File: config.mk
export PLATFORM = sky130hd
export DESIGN_NAME = vram_arbiter_flat
export DESIGN_NICKNAME = d
export VERILOG_FILES = /design/src/rtl/vram_arbiter_if.sv /design/src/rtl/vram_arbiter.sv /design/src/flat_wrapper.sv
export SDC_FILE = /design/constraint.sdc
export NUM_CORES = 1
export LEC_CHECK = 0
export ABC_AREA = 0
export CAP_MARGIN = 20
export CORE_ASPECT_RATIO = 1.2
export CORE_UTILIZATION = 33
export CTS_CLUSTER_DIAMETER = 80
export CTS_CLUSTER_SIZE = 30
export DETAILED_ROUTE_END_ITERATION = 7
export GPL_ROUTABILITY_DRIVEN = 0
export PLACE_DENSITY = 0.76
export REMOVE_ABC_BUFFERS = 1
export SETUP_SLACK_MARGIN = 0.05
export SLEW_MARGIN = 20
export SYNTH_ARGS = -nofsm -noshare
export SYNTH_HDL_FRONTEND = slang
export SYNTH_SLANG_ARGS = --single-unit
File: constraint.sdc
create_clock -name clk -period 2 [get_ports clk]
set_clock_uncertainty 0.1 [all_clocks]
set_input_delay 0.4 -clock clk [delete_from_list [all_inputs] [get_ports clk]]
set_output_delay 0.4 -clock clk [all_outputs]
set_load 0.1 [all_outputs]
File: src/rtl/vram_arbiter_if.sv
`default_nettype none
// +----------------------------------------------------------------------------+
// | Module   : vram_arbiter_if                                                 |
// | Purpose  : Display, client and RAM-macro signals of the VRAM arbiter.      |
// | Revision : 1.0                                                             |
// +----------------------------------------------------------------------------+
interface vram_arbiter_if #(
    parameter int NUM_CLIENTS = 2,
    parameter int ADDR_W      = 11,
    parameter int DATA_W      = 8
);
    logic                          video_on;
    logic                          disp_req;
    logic [ADDR_W-1:0]             disp_addr;
    logic                          disp_rvalid;
    logic [DATA_W-1:0]             disp_rdata;
    logic [NUM_CLIENTS-1:0]        cli_req;
    logic [NUM_CLIENTS-1:0]        cli_we;
    logic [NUM_CLIENTS*ADDR_W-1:0] cli_addr;
    logic [NUM_CLIENTS*DATA_W-1:0] cli_wdata;
    logic [NUM_CLIENTS-1:0]        cli_gnt;
    logic [NUM_CLIENTS-1:0]        cli_rvalid;
    logic [DATA_W-1:0]             cli_rdata;
    logic                          ram_en;
    logic                          ram_we;
    logic [ADDR_W-1:0]             ram_addr;
    logic [DATA_W-1:0]             ram_wdata;
    logic [DATA_W-1:0]             ram_rdata;

    // Arbiter side.
    modport slave (
        input  video_on, disp_req, disp_addr, cli_req, cli_we, cli_addr, cli_wdata, ram_rdata,
        output disp_rvalid, disp_rdata, cli_gnt, cli_rvalid, cli_rdata,
        output ram_en, ram_we, ram_addr, ram_wdata
    );

    // Requester / RAM-macro side.
    modport master (
        output video_on, disp_req, disp_addr, cli_req, cli_we, cli_addr, cli_wdata, ram_rdata,
        input  disp_rvalid, disp_rdata, cli_gnt, cli_rvalid, cli_rdata,
        input  ram_en, ram_we, ram_addr, ram_wdata
    );
endinterface
`default_nettype wire

File: src/rtl/vram_arbiter.sv
`default_nettype none
// +----------------------------------------------------------------------------+
// | Module   : vram_arbiter                                                    |
// | Purpose  : Single-port VRAM arbiter, display first, round-robin clients.   |
// | Revision : 1.0                                                             |
// +----------------------------------------------------------------------------+
module vram_arbiter #(
    parameter int NUM_CLIENTS  = 2,
    parameter int ADDR_W       = 11,
    parameter int DATA_W       = 8,
    parameter int BLANK_WRITES = 1
) (
    input  wire logic        clk,
    input  wire logic        rst,
    vram_arbiter_if.slave    bus
);
    localparam int IDX_W = (NUM_CLIENTS > 1) ? $clog2(NUM_CLIENTS) : 1;
    localparam logic c_blank = (BLANK_WRITES != 0);

    logic [NUM_CLIENTS-1:0] w_elig;
    logic [IDX_W:0]         w_sum;
    logic [IDX_W-1:0]       w_cand;
    logic [IDX_W-1:0]       w_win;
    logic                   w_found;
    logic                   w_cli_win;
    logic [IDX_W-1:0]       w_next_ptr;
    logic                   w_sel_we;
    logic [ADDR_W-1:0]      w_sel_addr;
    logic [DATA_W-1:0]      w_sel_wdata;

    logic [IDX_W-1:0]       r_rr_ptr;
    logic                   r_ram_en;
    logic                   r_ram_we;
    logic [ADDR_W-1:0]      r_ram_addr;
    logic [DATA_W-1:0]      r_ram_wdata;
    logic                   r_iss_disp;
    logic                   r_iss_cli;
    logic [IDX_W-1:0]       r_iss_idx;
    logic                   r_ret_disp;
    logic                   r_ret_cli;
    logic [IDX_W-1:0]       r_ret_idx;

    // Writes during the visible area would tear the picture, so hold them off.
    for (genvar i = 0; i < NUM_CLIENTS; i++) begin : g_elig
        assign w_elig[i] = bus.cli_req[i] & ~(c_blank & bus.cli_we[i] & bus.video_on);
    end

    always_comb begin
        w_sum   = '0;
        w_cand  = '0;
        w_win   = '0;
        w_found = 1'b0;
        for (int k = 0; k < NUM_CLIENTS; k++) begin
            w_sum = {1'b0, r_rr_ptr} + (IDX_W+1)'(k);
            if (w_sum >= (IDX_W+1)'(NUM_CLIENTS))
                w_sum = w_sum - (IDX_W+1)'(NUM_CLIENTS);
            w_cand = w_sum[IDX_W-1:0];
            if (!w_found && w_elig[w_cand]) begin
                w_found = 1'b1;
                w_win   = w_cand;
            end
        end
    end

    assign w_cli_win   = ~bus.disp_req & w_found;
    assign w_next_ptr  = (w_win == IDX_W'(NUM_CLIENTS-1)) ? '0 : w_win + 1'b1;
    assign w_sel_we    = bus.cli_we[w_win];
    assign w_sel_addr  = bus.cli_addr[int'(w_win)*ADDR_W +: ADDR_W];
    assign w_sel_wdata = bus.cli_wdata[int'(w_win)*DATA_W +: DATA_W];

    assign bus.cli_gnt = w_cli_win ? (NUM_CLIENTS'(1) << w_win) : '0;

    always_ff @(posedge clk) begin
        if (rst) begin
            r_rr_ptr    <= '0;
            r_ram_en    <= 1'b0;
            r_ram_we    <= 1'b0;
            r_ram_addr  <= '0;
            r_ram_wdata <= '0;
            r_iss_disp  <= 1'b0;
            r_iss_cli   <= 1'b0;
            r_iss_idx   <= '0;
            r_ret_disp  <= 1'b0;
            r_ret_cli   <= 1'b0;
            r_ret_idx   <= '0;
        end else begin
            r_ram_en   <= bus.disp_req | w_cli_win;
            r_iss_disp <= bus.disp_req;
            r_iss_cli  <= w_cli_win;
            r_iss_idx  <= w_win;
            if (bus.disp_req) begin
                r_ram_we   <= 1'b0;
                r_ram_addr <= bus.disp_addr;
            end else if (w_cli_win) begin
                r_ram_we    <= w_sel_we;
                r_ram_addr  <= w_sel_addr;
                r_ram_wdata <= w_sel_wdata;
                r_rr_ptr    <= w_next_ptr;
            end else begin
                r_ram_we <= 1'b0;
            end
            // The registered write flag doubles as the tag's read/write bit.
            r_ret_disp <= r_iss_disp & ~r_ram_we;
            r_ret_cli  <= r_iss_cli & ~r_ram_we;
            r_ret_idx  <= r_iss_idx;
        end
    end

    assign bus.ram_en      = r_ram_en;
    assign bus.ram_we      = r_ram_we;
    assign bus.ram_addr    = r_ram_addr;
    assign bus.ram_wdata   = r_ram_wdata;
    assign bus.disp_rvalid = r_ret_disp;
    assign bus.disp_rdata  = bus.ram_rdata;
    assign bus.cli_rvalid  = r_ret_cli ? (NUM_CLIENTS'(1) << r_ret_idx) : '0;
    assign bus.cli_rdata   = bus.ram_rdata;
endmodule
`default_nettype wire

File: src/flat_wrapper.sv
// flat-port wrapper written by rule: the top's interface ports become plain ports
module vram_arbiter_flat 
#(
    parameter int NUM_CLIENTS  = 2,
    parameter int ADDR_W       = 11,
    parameter int DATA_W       = 8,
    parameter int BLANK_WRITES = 1
)
  (clk, rst, bus_video_on, bus_disp_req, bus_disp_addr, bus_cli_req, bus_cli_we, bus_cli_addr, bus_cli_wdata, bus_ram_rdata, bus_disp_rvalid, bus_disp_rdata, bus_cli_gnt, bus_cli_rvalid, bus_cli_rdata, bus_ram_en, bus_ram_we, bus_ram_addr, bus_ram_wdata);
  vram_arbiter_if #(.NUM_CLIENTS(NUM_CLIENTS), .ADDR_W(ADDR_W), .DATA_W(DATA_W)) bus_i ();
  input  wire logic clk;
  input  wire logic rst;
  input wire logic [$bits(bus_i.video_on)-1:0] bus_video_on;
  input wire logic [$bits(bus_i.disp_req)-1:0] bus_disp_req;
  input wire logic [$bits(bus_i.disp_addr)-1:0] bus_disp_addr;
  input wire logic [$bits(bus_i.cli_req)-1:0] bus_cli_req;
  input wire logic [$bits(bus_i.cli_we)-1:0] bus_cli_we;
  input wire logic [$bits(bus_i.cli_addr)-1:0] bus_cli_addr;
  input wire logic [$bits(bus_i.cli_wdata)-1:0] bus_cli_wdata;
  input wire logic [$bits(bus_i.ram_rdata)-1:0] bus_ram_rdata;
  output wire logic [$bits(bus_i.disp_rvalid)-1:0] bus_disp_rvalid;
  output wire logic [$bits(bus_i.disp_rdata)-1:0] bus_disp_rdata;
  output wire logic [$bits(bus_i.cli_gnt)-1:0] bus_cli_gnt;
  output wire logic [$bits(bus_i.cli_rvalid)-1:0] bus_cli_rvalid;
  output wire logic [$bits(bus_i.cli_rdata)-1:0] bus_cli_rdata;
  output wire logic [$bits(bus_i.ram_en)-1:0] bus_ram_en;
  output wire logic [$bits(bus_i.ram_we)-1:0] bus_ram_we;
  output wire logic [$bits(bus_i.ram_addr)-1:0] bus_ram_addr;
  output wire logic [$bits(bus_i.ram_wdata)-1:0] bus_ram_wdata;
  assign bus_i.video_on = bus_video_on;
  assign bus_i.disp_req = bus_disp_req;
  assign bus_i.disp_addr = bus_disp_addr;
  assign bus_i.cli_req = bus_cli_req;
  assign bus_i.cli_we = bus_cli_we;
  assign bus_i.cli_addr = bus_cli_addr;
  assign bus_i.cli_wdata = bus_cli_wdata;
  assign bus_i.ram_rdata = bus_ram_rdata;
  assign bus_disp_rvalid = bus_i.disp_rvalid;
  assign bus_disp_rdata = bus_i.disp_rdata;
  assign bus_cli_gnt = bus_i.cli_gnt;
  assign bus_cli_rvalid = bus_i.cli_rvalid;
  assign bus_cli_rdata = bus_i.cli_rdata;
  assign bus_ram_en = bus_i.ram_en;
  assign bus_ram_we = bus_i.ram_we;
  assign bus_ram_addr = bus_i.ram_addr;
  assign bus_ram_wdata = bus_i.ram_wdata;
  vram_arbiter #(.NUM_CLIENTS(NUM_CLIENTS), .ADDR_W(ADDR_W), .DATA_W(DATA_W), .BLANK_WRITES(BLANK_WRITES)) u_core (.clk(clk), .rst(rst), .bus(bus_i));
endmodule
After elaboration in Yosys (flattened, before gate mapping)
Cells that the tools add are included.
- flip-flop bits (word level): 28
- input bits: 65
- output and inout bits: 42
- word-level logic and storage cells: 60
- add/subtract/negate cells: 4
- $mul: 1
- magnitude comparators: 5
- shifts and indexed selects: 4
- multiplexer cells: 17
- bitwise gates (word level): 13
- reductions and logical operators: 5
- operator list (cell ; number):
    $shiftx A22 B32 Y11 ; 1
    $mux W11 ; 2
    $shiftx A16 B5 Y8 ; 1
    $mux W1 ; 13
    $and A1 B1 Y1 ; 7
    $lt A1 B2 Y1 const B ; 3
    $mul A1 B4 Y5 const B ; 1
    $not A1 Y1 ; 5
    $mux W2 ; 2
    $shl A1 B1 Y2 const A ; 2
    $reduce_or A3 Y1 ; 1
    $add A1 B1 Y2 const B ; 1
    $ge A1 B2 Y1 const B ; 1
    $ge A2 B2 Y1 const B ; 1
    $reduce_and A2 Y1 ; 1
    $reduce_bool A2 Y1 ; 1
    $sub A1 B1 Y1 const B ; 2
    $add A1 B1 Y1 const B ; 1
    $logic_and A1 B1 Y1 ; 1
    $logic_not A1 Y1 ; 1
    $or A1 B1 Y1 ; 1

Longest topological paths before layout
- depth in word-level cells: 13
- depth in mapped cells: 6
- depth with buffers taken out: 4

Worst setup path before layout
OpenSTA, ideal clock, no wires.
- kind: input-to-reg
- from: input bus_cli_req[0]
- to: register u_core.r_ram_wdata[0], in the netlist u_core.bus.ram_wdata[0]
- library setup time: 0.074 ns
- arrival time: 2.500 ns
- data required time: 1.826 ns
- slack: -0.674 ns
- cell stages on the path: 4
- path buffers: 0
- cells stage by stage: a21bo_1 > a211oi_2 > a222oi_1 > nor2_1
- longest elaborated chain between the ends: 9
- elaborated cells on any way between the ends: 14
- those cells by class: shift (1); mux (8); bitwise (2); reduce/logical (3)
- RTL lines (what ; line ; RTL):
    start, declared ; flat_wrapper.sv:16 ; input wire logic [$bits(bus_i.cli_req)-1:0] bus_cli_req;
    $and A1 B1 Y1 * ; vram_arbiter.sv:45 ; assign w_elig[i] = bus.cli_req[i] & ~(c_blank & bus.cli_we[i] & bus.video_on);
    parallel branches: the longest is 8 deep, another holds $shiftx A16 B5 Y8 ; - ;
    end signal, assigned ; vram_arbiter.sv:97 ; r_ram_wdata <= w_sel_wdata;
    end, declared ; vram_arbiter.sv:35 ; logic [DATA_W-1:0] r_ram_wdata;
Every way passes the cells marked *. The select of a mux whose other input is x is not followed.
A chain may end at the register's enable or synchronous reset.

Worst setup path after layout
- from: input bus_cli_we[0]
- to: output bus_cli_gnt[0]
- longest elaborated chain between the ends: 11
- elaborated cells on any way between the ends: 16
- those cells by class: shift (1); mux (9); bitwise (4); reduce/logical (2)
- RTL lines (what ; line ; RTL):
    start, declared ; flat_wrapper.sv:17 ; input wire logic [$bits(bus_i.cli_we)-1:0] bus_cli_we;
    $and A1 B1 Y1 * ; vram_arbiter.sv:45 ;
    $not A1 Y1 * ; vram_arbiter.sv:45 ;
    $and A1 B1 Y1 * ; vram_arbiter.sv:45 ;
    $mux W1 (not written as such) (2 in a row) ; vram_arbiter.sv:58 ; if (!w_found && w_elig[w_cand]) begin
    $mux W1 ; vram_arbiter.sv:58 ;
    $logic_not A1 Y1 ; vram_arbiter.sv:58 ;
    $logic_and A1 B1 Y1 ; vram_arbiter.sv:58 ;
    $mux W1 ; vram_arbiter.sv:58 ;
    $shl A1 B1 Y2 or $and A1 B1 Y1 (tied branches) ; vram_arbiter.sv:71, vram_arbiter.sv:65 ;
    $mux W2 * ; vram_arbiter.sv:71 ; assign bus.cli_gnt = w_cli_win ? (NUM_CLIENTS'(1) << w_win) : '0;
    end, declared ; flat_wrapper.sv:23 ; output wire logic [$bits(bus_i.cli_gnt)-1:0] bus_cli_gnt;
Every way passes the cells marked *; elsewhere a longest branch is shown, timed or not. The select of a mux whose other input is x is not followed.

==> results.yml <==
grt:
  antenna_found_initial: 0
  grt_max_degree: 21
  grt_pass1_vias: 1420
  grt_pass1_wl_mm: 6.16
  grt_overflow_total: 0
  grt_util_all_layers_pct: 18.3
place:
  place_ws_ns: -0.234
  portBuffers: 82
  dp_hpwl_mm: 2.95
detailed_routing:
  viasPerCell: 5.10
  ant_nets: 0
  totalWireLength_mm: 3.73
  drt-initial-drc-count: 66
  vias: 1382
  dr.pass1.iters: 5
  drc_errors: 0
  wire_per_inst_um: 13.8
timing:
  period_minus_slack_ns: 1.90
  fin_crit_sh_pct: 95.2
  hold_viol: 0
  fin_tns_setup_ns: 0
  hold-worst-slack_ns: 0.354
  fin_ws_ns: 0.0970
  grt_setup_unrepaired: "no"
  fmax_ghz: 0.525
  worstMarginPinSlew_ns: 0.465
  setup_violations: 0
  slew-limit-headroom_pct: 69.0
  drv_slew: 0
setup_path:
  regToRegSetupSlack_ns: 0.64
  max_stage_delay_ns: 0.28
  reg2regPathDepth: 4
  worstSetupPathType: "in -> out"
  cp.arrival_ns: 1.40
  r2r-end: "u_core.bus.ram_wdata[6]"
  path_cells: "dlygate4sd2_1, a21bo_4, a211oi_4, buf_12"
  critPathRequiredTime_ns: 1.50
  slowest_stage: "a211oi_4"
  rr_startpoint: "u_core.r_rr_ptr"
  startpoint_type: "input port"
  crit_buf_inv: 2
  critPathTopFamily: "compound AO/OA/AOI/OAI gates"
  cp.depth: 4
  endpoint_kind: "output port"
  worst-path-max-fanout: 3
logic_synthesis:
  syn_inst: 137
  synth_edf_count: 0
  synth_area_per_cell_sq_um: 10.0
  ys_types: 32
  synth-main-ff-cell: "dfxtp_1"
  async_flop_share_pct: 0
  ys_seq_elements: 28
  synth_warnings: 0
  seq_area_frac_synth_pct: 40.8
  syn_area_sq_um: 1370
floorplan:
  io_pins: 107
  initial_core_util_pct: 34.6
  dieHeight_um: 72.7
  core_sq_um: 3970
  row_count: 25
  die_area_sq_um: 4430
  die_w_um: 60.9
pwr:
  power_density_nw_per_um2: 689
  peakVddDrop_mv: 0.373
  p_total_mw: 1.59
  leakage_nw: 0.997
worst_hold_path:
  hold_end: "u_core.r_ret_cli"
  worstHoldPathType: "reg -> reg"
  hp-start: "u_core.r_iss_cli"
  hold_depth: 1
job:
  maxCapViolCount: 0
clocking:
  cts_buffers: 3
  cts_hold_buf: 0
  htreeDepth: 1
  root_buffer: "clkbuf_8"
  clk_pin_slew_ns: 0.10
  cts_tree: "done"
  clkLatencyLatePin_ns: 0.27
  numClockSinks: 28
  cts.path.max_buffers: 2
finish:
  drive_gt1_share_pct: 28.1
  fillers: 344
  num_antenna_cells: 0
  seqCellArea_sq_um: 561
  final_common_cell: "clkdlybuf4s50_1"
  mostFrequentLayoutCells: "clkdlybuf4s50_1 (50), buf_4 (38), dfxtp_1 (28), nor2_1 (17), a222oi_1 (8)"
  multi_input_area_sq_um: 646
  syn2layout_area_growth_pct: 68.5
  nets: 283
status:
  status: "finished, final reports clean"
-- routing by layer --
metal / share of wire, % / up-vias / GRT usage (%)
met3: 6.5 / 10 / 6.38
li1: - / 663 / -
met2: 51 / 63 / 30.6
met5: 0 / - / 0
met1: 40 / 646 / 19.8
met4: 2.7 / 0 / 9.85
-- area by class of cell --
type	count	area share [%]
Timing Repair Buffer	101	42.1
Multi-Input combinational cell	81	27.9
Sequential cell	28	24.2
Tap cell	54	2.92
Clock buffer	4	2.38
Inverter	3	0.486
-- where the power goes --
| group | internal, mW | leakage [nW] | switching, mW |
|---|---|---|---|
| clock | 0.176 | 0.0288 | 0.174 |
| sequential | 0.597 | 0.231 | 0.0220 |
| combinational | 0.240 | 0.737 | 0.385 |
-- Yosys cell counts, types with 2 or more instances --
library cell	n	area [sq um]
nor3b_1	2	15.0
a221oi_1	3	26.3
nor2_1	17	63.8
nand2_1	2	7.51
mux2i_1	7	70.1
and3_1	5	31.3
inv_1	2	7.51
nand3b_1	5	37.5
o41ai_2	2	32.5
buf_2	3	15.0
a221oi_2	2	30.0
buf_4	17	128
clkbuf_1	3	11.3
nor2b_1	2	12.5
o41ai_1	3	26.3
o22ai_1	6	37.5
dfxtp_1	28	561
a22oi_1	6	45.0
o21ai_2	2	17.5
a222oi_1	8	80.1
-- worst max-delay path by stage --
stage,start,end,slack [ns]
2_1_floorplan,bus_cli_req[0],u_core.bus.ram_wdata[0],-0.67
3_3_place_gp,bus_video_on,bus_cli_gnt[0],-0.19
3_5_place_dp,bus_video_on,bus_cli_gnt[0],-0.23
4_1_cts,bus_video_on,bus_cli_gnt[0],0.07
5_1_grt,bus_cli_we[0],bus_cli_gnt[0],0.05
6_report,bus_cli_we[0],bus_cli_gnt[0],0.1
-- registers in the layout (all words and copies together) (netlist names) --
register                flops
u_core.r_rr_ptr             1
u_core.bus.ram_addr        11
u_core.r_iss_cli            1
u_core.r_iss_idx            1
u_core.r_ret_idx            1
u_core.bus.ram_we           1
u_core.bus.disp_rvalid      1
u_core.r_iss_disp           1
u_core.bus.ram_en           1
u_core.r_ret_cli            1
u_core.bus.ram_wdata        8
-- stage by stage --
stage	area [sq um]	utilization [%]	instances
2_1_floorplan	1200	-	112
3_3_place_gp	2250	56.6	266
3_5_place_dp	2250	56.6	266
4_1_cts	2320	58.4	271
5_1_grt	2310	58.3	271
6_report	2310	58.3	271
-- cell families after synthesis --
logic type	synth area share, %
flip-flops	40.8
AO/OA/AOI/OAI	26.6
buffers and inverters	13.2
AND/OR/NAND/NOR	14.3
multiplexers	5.10
-- what timing repair did --
item | in CTS | in global routing
pin swaps | 2 | 1
gates resized for setup | 9 | 2
endpoints found under the setup margin | 2 | 1
hold endpoints to repair | 0 | 0
setup buffers | 1 | 0
(Power assumes the default switching activity.)
